File: config.mk
export PLATFORM = sky130hd
export DESIGN_NAME = booth_seq_mult
export DESIGN_NICKNAME = d
export VERILOG_FILES = /design/src/rtl/booth_seq_mult.sv
export SDC_FILE = /design/constraint.sdc
export NUM_CORES = 1
export LEC_CHECK = 0
export BUFFER_PORTS_ARGS = -buffer_cell sky130_fd_sc_hd__clkbuf_2
export CAP_MARGIN = 20
export CORE_MARGIN = 2
export CORE_UTILIZATION = 35
export CTS_CLUSTER_SIZE = 20
export DETAILED_ROUTE_END_ITERATION = 8
export HOLD_SLACK_MARGIN = 0.03
export SETUP_SLACK_MARGIN = 0.15
export SYNTH_ARGS = -nofsm -noshare
export SYNTH_HDL_FRONTEND = slang
export SYNTH_SLANG_ARGS = --single-unit
File: constraint.sdc
create_clock -name clk -period 4.1 [get_ports clk]
set_clock_uncertainty 0.2 [all_clocks]
set_input_delay 0.41 -clock clk [delete_from_list [all_inputs] [get_ports clk]]
set_output_delay 0.41 -clock clk [all_outputs]
set_load 0.05 [all_outputs]
File: src/rtl/booth_seq_mult.sv
// booth_seq_mult: sequential radix-2 Booth multiplier.
// Two signed WIDTH-bit operands are turned into a signed 2*WIDTH-bit product
// by WIDTH add/subtract-and-shift iterations, one per clock.
module booth_seq_mult #(
    parameter int WIDTH = 16
) (
    input  logic                 clk,
    input  logic                 rst,
    input  logic                 start,
    input  logic [WIDTH-1:0]     mcand,
    input  logic [WIDTH-1:0]     mplier,
    output logic                 busy,
    output logic                 done,
    output logic [2*WIDTH-1:0]   product
);

    localparam int CW = (WIDTH > 2) ? $clog2(WIDTH) : 1;
    localparam logic [CW-1:0] LAST = CW'(WIDTH - 1);

    typedef enum logic [1:0] {
        IDLE = 2'd0,
        RUN  = 2'd1,
        DONE = 2'd2
    } state_t;

    state_t               state_reg;
    // A carries one extra bit so that -M is representable for M = -2^(WIDTH-1).
    logic [WIDTH:0]       a_reg;
    logic [WIDTH:0]       m_reg;
    logic [WIDTH-1:0]     q_reg;
    logic                 q_m1_reg;
    logic [CW-1:0]        cnt_reg;
    logic                 busy_reg;
    logic                 done_reg;
    logic [2*WIDTH-1:0]   product_reg;

    logic [WIDTH:0]       sum_next;
    logic [2*WIDTH+1:0]   shift_next;
    logic [WIDTH:0]       a_next;
    logic [WIDTH-1:0]     q_next;
    logic                 q_m1_next;
    logic [2*WIDTH-1:0]   product_next;

    // One Booth step: conditional +M / -M, then arithmetic shift of {A, Q, q_m1}.
    always_comb begin
        sum_next = a_reg;
        case ({q_reg[0], q_m1_reg})
            2'b01:   sum_next = a_reg + m_reg;
            2'b10:   sum_next = a_reg - m_reg;
            default: sum_next = a_reg;
        endcase
        // The old q_m1 falls off the right end; the MSB of A is replicated on the left.
        shift_next   = {sum_next[WIDTH], sum_next, q_reg};
        a_next       = shift_next[2*WIDTH+1:WIDTH+1];
        q_next       = shift_next[WIDTH:1];
        q_m1_next    = shift_next[0];
        product_next = {a_next[WIDTH-1:0], q_next};
    end

    // Control FSM and datapath registers; outputs are registered alongside the state.
    always_ff @(posedge clk) begin
        if (rst) begin
            state_reg   <= IDLE;
            a_reg       <= '0;
            m_reg       <= '0;
            q_reg       <= '0;
            q_m1_reg    <= 1'b0;
            cnt_reg     <= '0;
            busy_reg    <= 1'b0;
            done_reg    <= 1'b0;
            product_reg <= '0;
        end else begin
            done_reg <= 1'b0;
            case (state_reg)
                IDLE, DONE: begin
                    if (start) begin
                        a_reg     <= '0;
                        m_reg     <= {mcand[WIDTH-1], mcand};
                        q_reg     <= mplier;
                        q_m1_reg  <= 1'b0;
                        cnt_reg   <= '0;
                        busy_reg  <= 1'b1;
                        state_reg <= RUN;
                    end else begin
                        busy_reg  <= 1'b0;
                        state_reg <= IDLE;
                    end
                end
                RUN: begin
                    a_reg    <= a_next;
                    q_reg    <= q_next;
                    q_m1_reg <= q_m1_next;
                    cnt_reg  <= cnt_reg + 1'b1;
                    if (cnt_reg == LAST) begin
                        busy_reg    <= 1'b0;
                        done_reg    <= 1'b1;
                        product_reg <= product_next;
                        state_reg   <= DONE;
                    end
                end
                default: begin
                    busy_reg  <= 1'b0;
                    state_reg <= IDLE;
                end
            endcase
        end
    end

    assign busy    = busy_reg;
    assign done    = done_reg;
    assign product = product_reg;

endmodule
==> impl_metrics.ini <==
[layout]
fin_nets = 675
largest_reg_flops = 32
drive_gt1_share_pct = 16.8
design_area_um2 = 5260
fin_cells = 797
syn_to_final_growth_pct = 17.2
antenna_cells = 0

[timing]
fmax_mhz = 275
slew_headroom_pct = 38.9
tightestPinTransition_ns = 0.917
tns_ns = 0
period_share_pct = 88.8
finalCriticalPeriod_ns = 3.64
hold_viol_final = 0
final-max-slew-violation-count = 0
setup_viol = 0
rsz0062_at_grt = no

[power]
ir_drop_mv = 0.205
power_mw = 2.19
p_per_area_nw_per_um2 = 416
p_leak_nw = 2.06

[synth]
synth.largest_area_cell = dfxtp_1
synth_area_leaders = dfxtp_1 (39%), nand2_1 (8.9%), a21oi_1 (8.8%), ha_1 (5.3%), nor2_1 (4.6%)
synth_fp_nets = 630
syn_area_per_cell_um2 = 7.81
synth_top_area_share_pct = 39.2
syn_area_um2 = 4490
async_flop_share_pct = 0
synth_edf_count = 0
synthCells = 575
ys_seq_area_share_pct = 39.2
synth_ff_type = dfxtp_1
yosysUniqueCellTypes = 48
ys_warn_count = 0
synth_seq_cells = 88

[placed_design]
place_hpwl_um = 8490
place_inst = 780
dpl-instance-area_um2 = 4950
place_congestion = 0.864
numPortBuffers = 68

[global_routing]
antenna_found_initial = 0
grt_pass1_vias = 3768
overflow = 0
grt_max_degree = 49
grt_first_pass_wirelength_um = 18900
grt_use_total_pct = 17.6

[die]
start_util_pct = 35.7
die_w_um = 117
core_um2 = 12600
row_count = 41
ios = 69
die_area_um2 = 13700
dieHeight_um = 117

[setup_path]
crit_required_ns = 4.15
crit_top_cell = or3_1
cp_slowest_stage_delay_ns = 0.48
cp.arrival_ns = 3.69
end_kind = register
path_cells = or3_1, nor3_2, nand2b_1, o41ai_1, xor2_1, ha_1, a21o_1, and4_1, o2111ai_1, o211ai_1, mux2i_1, or3_1, a31oi_1
startpoint_type = register
path_class = reg2reg
cp_slowest_cell = or3_1
rr_worst_depth = 13
cp_max_fo = 6

[cts]
cts_buffer_depth = 2
cts_num_sinks = 88
path_clk_slew_ns = 0.06
cts_buffers = 9
clock_latency_ns = 0.34
cts_root_buffer = clkbuf_16
h-tree-depth = 3
cts_tree = yes

[route]
wl_per_cell_um = 14.7
vias_per_cell = 5.11
routed_wl_um = 11700
firstDrtPassIters = 5
drc_errors = 0
dr_total_vias = 4070
ant_nets = 0
dr.first_iter.drc_count = 213

[min_path]
holdPathStages = 3
hold_path.class = in2reg

[outcome]
outcome = completed

[job]
cap_violations = 0
-- kinds of logic after synthesis --
group | count (synthesis) | synth area share, %
compound gates | 168 | 23.2
buf+inv | 55 | 4.60
simple gates | 211 | 20.5
flops | 88 | 39.2
fa+ha+maj | 20 | 5.74
mux | 8 | 1.81
xor+xnor | 25 | 4.88
-- critical path: cells and delay by family, from the launching register on --
family / cells / cell delay (ns)
AND/OR/NAND/NOR: 5 / 1.32
flip-flops: 1 / 0.35
XOR/XNOR: 1 / 0.19
adder cells (fa/ha/maj): 1 / 0.32
multiplexers: 1 / 0.17
AO/OA/AOI/OAI: 5 / 1.00
-- metrics by stage --
step	hold WS (ns)	setup WS, ns	util (%)
5_1_grt	0.0886	0.171	41.9
2_1_floorplan	0.245	0.633	-
3_3_place_gp	0.243	0.428	39.4
3_5_place_dp	0.249	0.353	39.4
4_1_cts	0.0795	0.314	41.6
6_report	0.0904	0.460	41.9
-- final timing paths --
| kind | from | to | slack (ns) |
|---|---|---|---|
| setup / recovery | m_reg[2] | a_reg[15] | 0.46 |
| hold reg to reg | product[7] | product[7] | 0.25 |
| setup reg to reg | m_reg[2] | a_reg[15] | 0.46 |
| hold / removal | mcand[13] | m_reg[13] | 0.09 |
-- metal layers --
layer  track usage [%]  wire length [µm]
met1              24.8              5960
met2              27.5              5150
met3              3.14               512
met4              4.94               109
met5                 0                 0
-- report_power, final --
part           leakage, nW  internal (mW)  switching (mW)  total, mW
registers            0.715          0.885          0.0307      0.915
clock network        0.134          0.420           0.358      0.778
logic                 1.21          0.191           0.306      0.497
-- placed cells by master, fill, tap and decap left out, types with 3 or more instances in the layout --
| cell type | instances |
|---|---|
| a211oi_1 | 12 |
| a21o_1 | 10 |
| a21oi_1 | 79 |
| a22oi_1 | 22 |
| a311oi_1 | 3 |
| a31oi_1 | 6 |
| buf_4 | 7 |
| clkbuf_16 | 9 |
| clkbuf_2 | 68 |
| dfxtp_1 | 88 |
| ha_1 | 19 |
| inv_1 | 13 |
| inv_6 | 3 |
| mux2i_1 | 7 |
| nand2_1 | 106 |
| nand2b_1 | 7 |
| nand3_1 | 10 |
| nand3b_1 | 3 |
| nand4_1 | 4 |
| nor2_1 | 53 |
| nor3_1 | 9 |
| o211ai_1 | 4 |
| o21ai_0 | 14 |
| xnor2_1 | 18 |
| xor2_1 | 7 |
-- synthesized netlist by cell type (3+ instances only) --
library cell	number
a211oi_1	13
a21o_1	10
a21oi_1	79
a22oi_1	22
a311oi_1	3
a31oi_1	6
clkbuf_1	40
dfxtp_1	88
ha_1	19
inv_1	13
mux2i_1	7
nand2_1	106
nand2b_1	7
nand3_1	10
nand3b_1	3
nand4_1	4
nor2_1	55
nor2b_1	3
nor3_1	11
o211ai_1	4
o21ai_0	14
xnor2_1	18
xor2_1	7
-- area by class of cell --
class | count | area [µm²]
Clock buffer | 10 | 229
Inverter | 13 | 48.8
Sequential cell | 88 | 1760
Clock inverter | 6 | 51.3
Tap cell | 172 | 215
Timing Repair Buffer | 76 | 408
Fill cell | 1317 | 7310
Multi-Input combinational cell | 432 | 2550
-- repair_timing --
action | 4_1_cts | 5_1_grt
hold buffers | 0 | 0
setup endpoints to repair | 0 | 8
setup buffers | 0 | 0
gates resized for setup | 0 | 3
No activity file was read; power rests on OpenSTA's default activity.
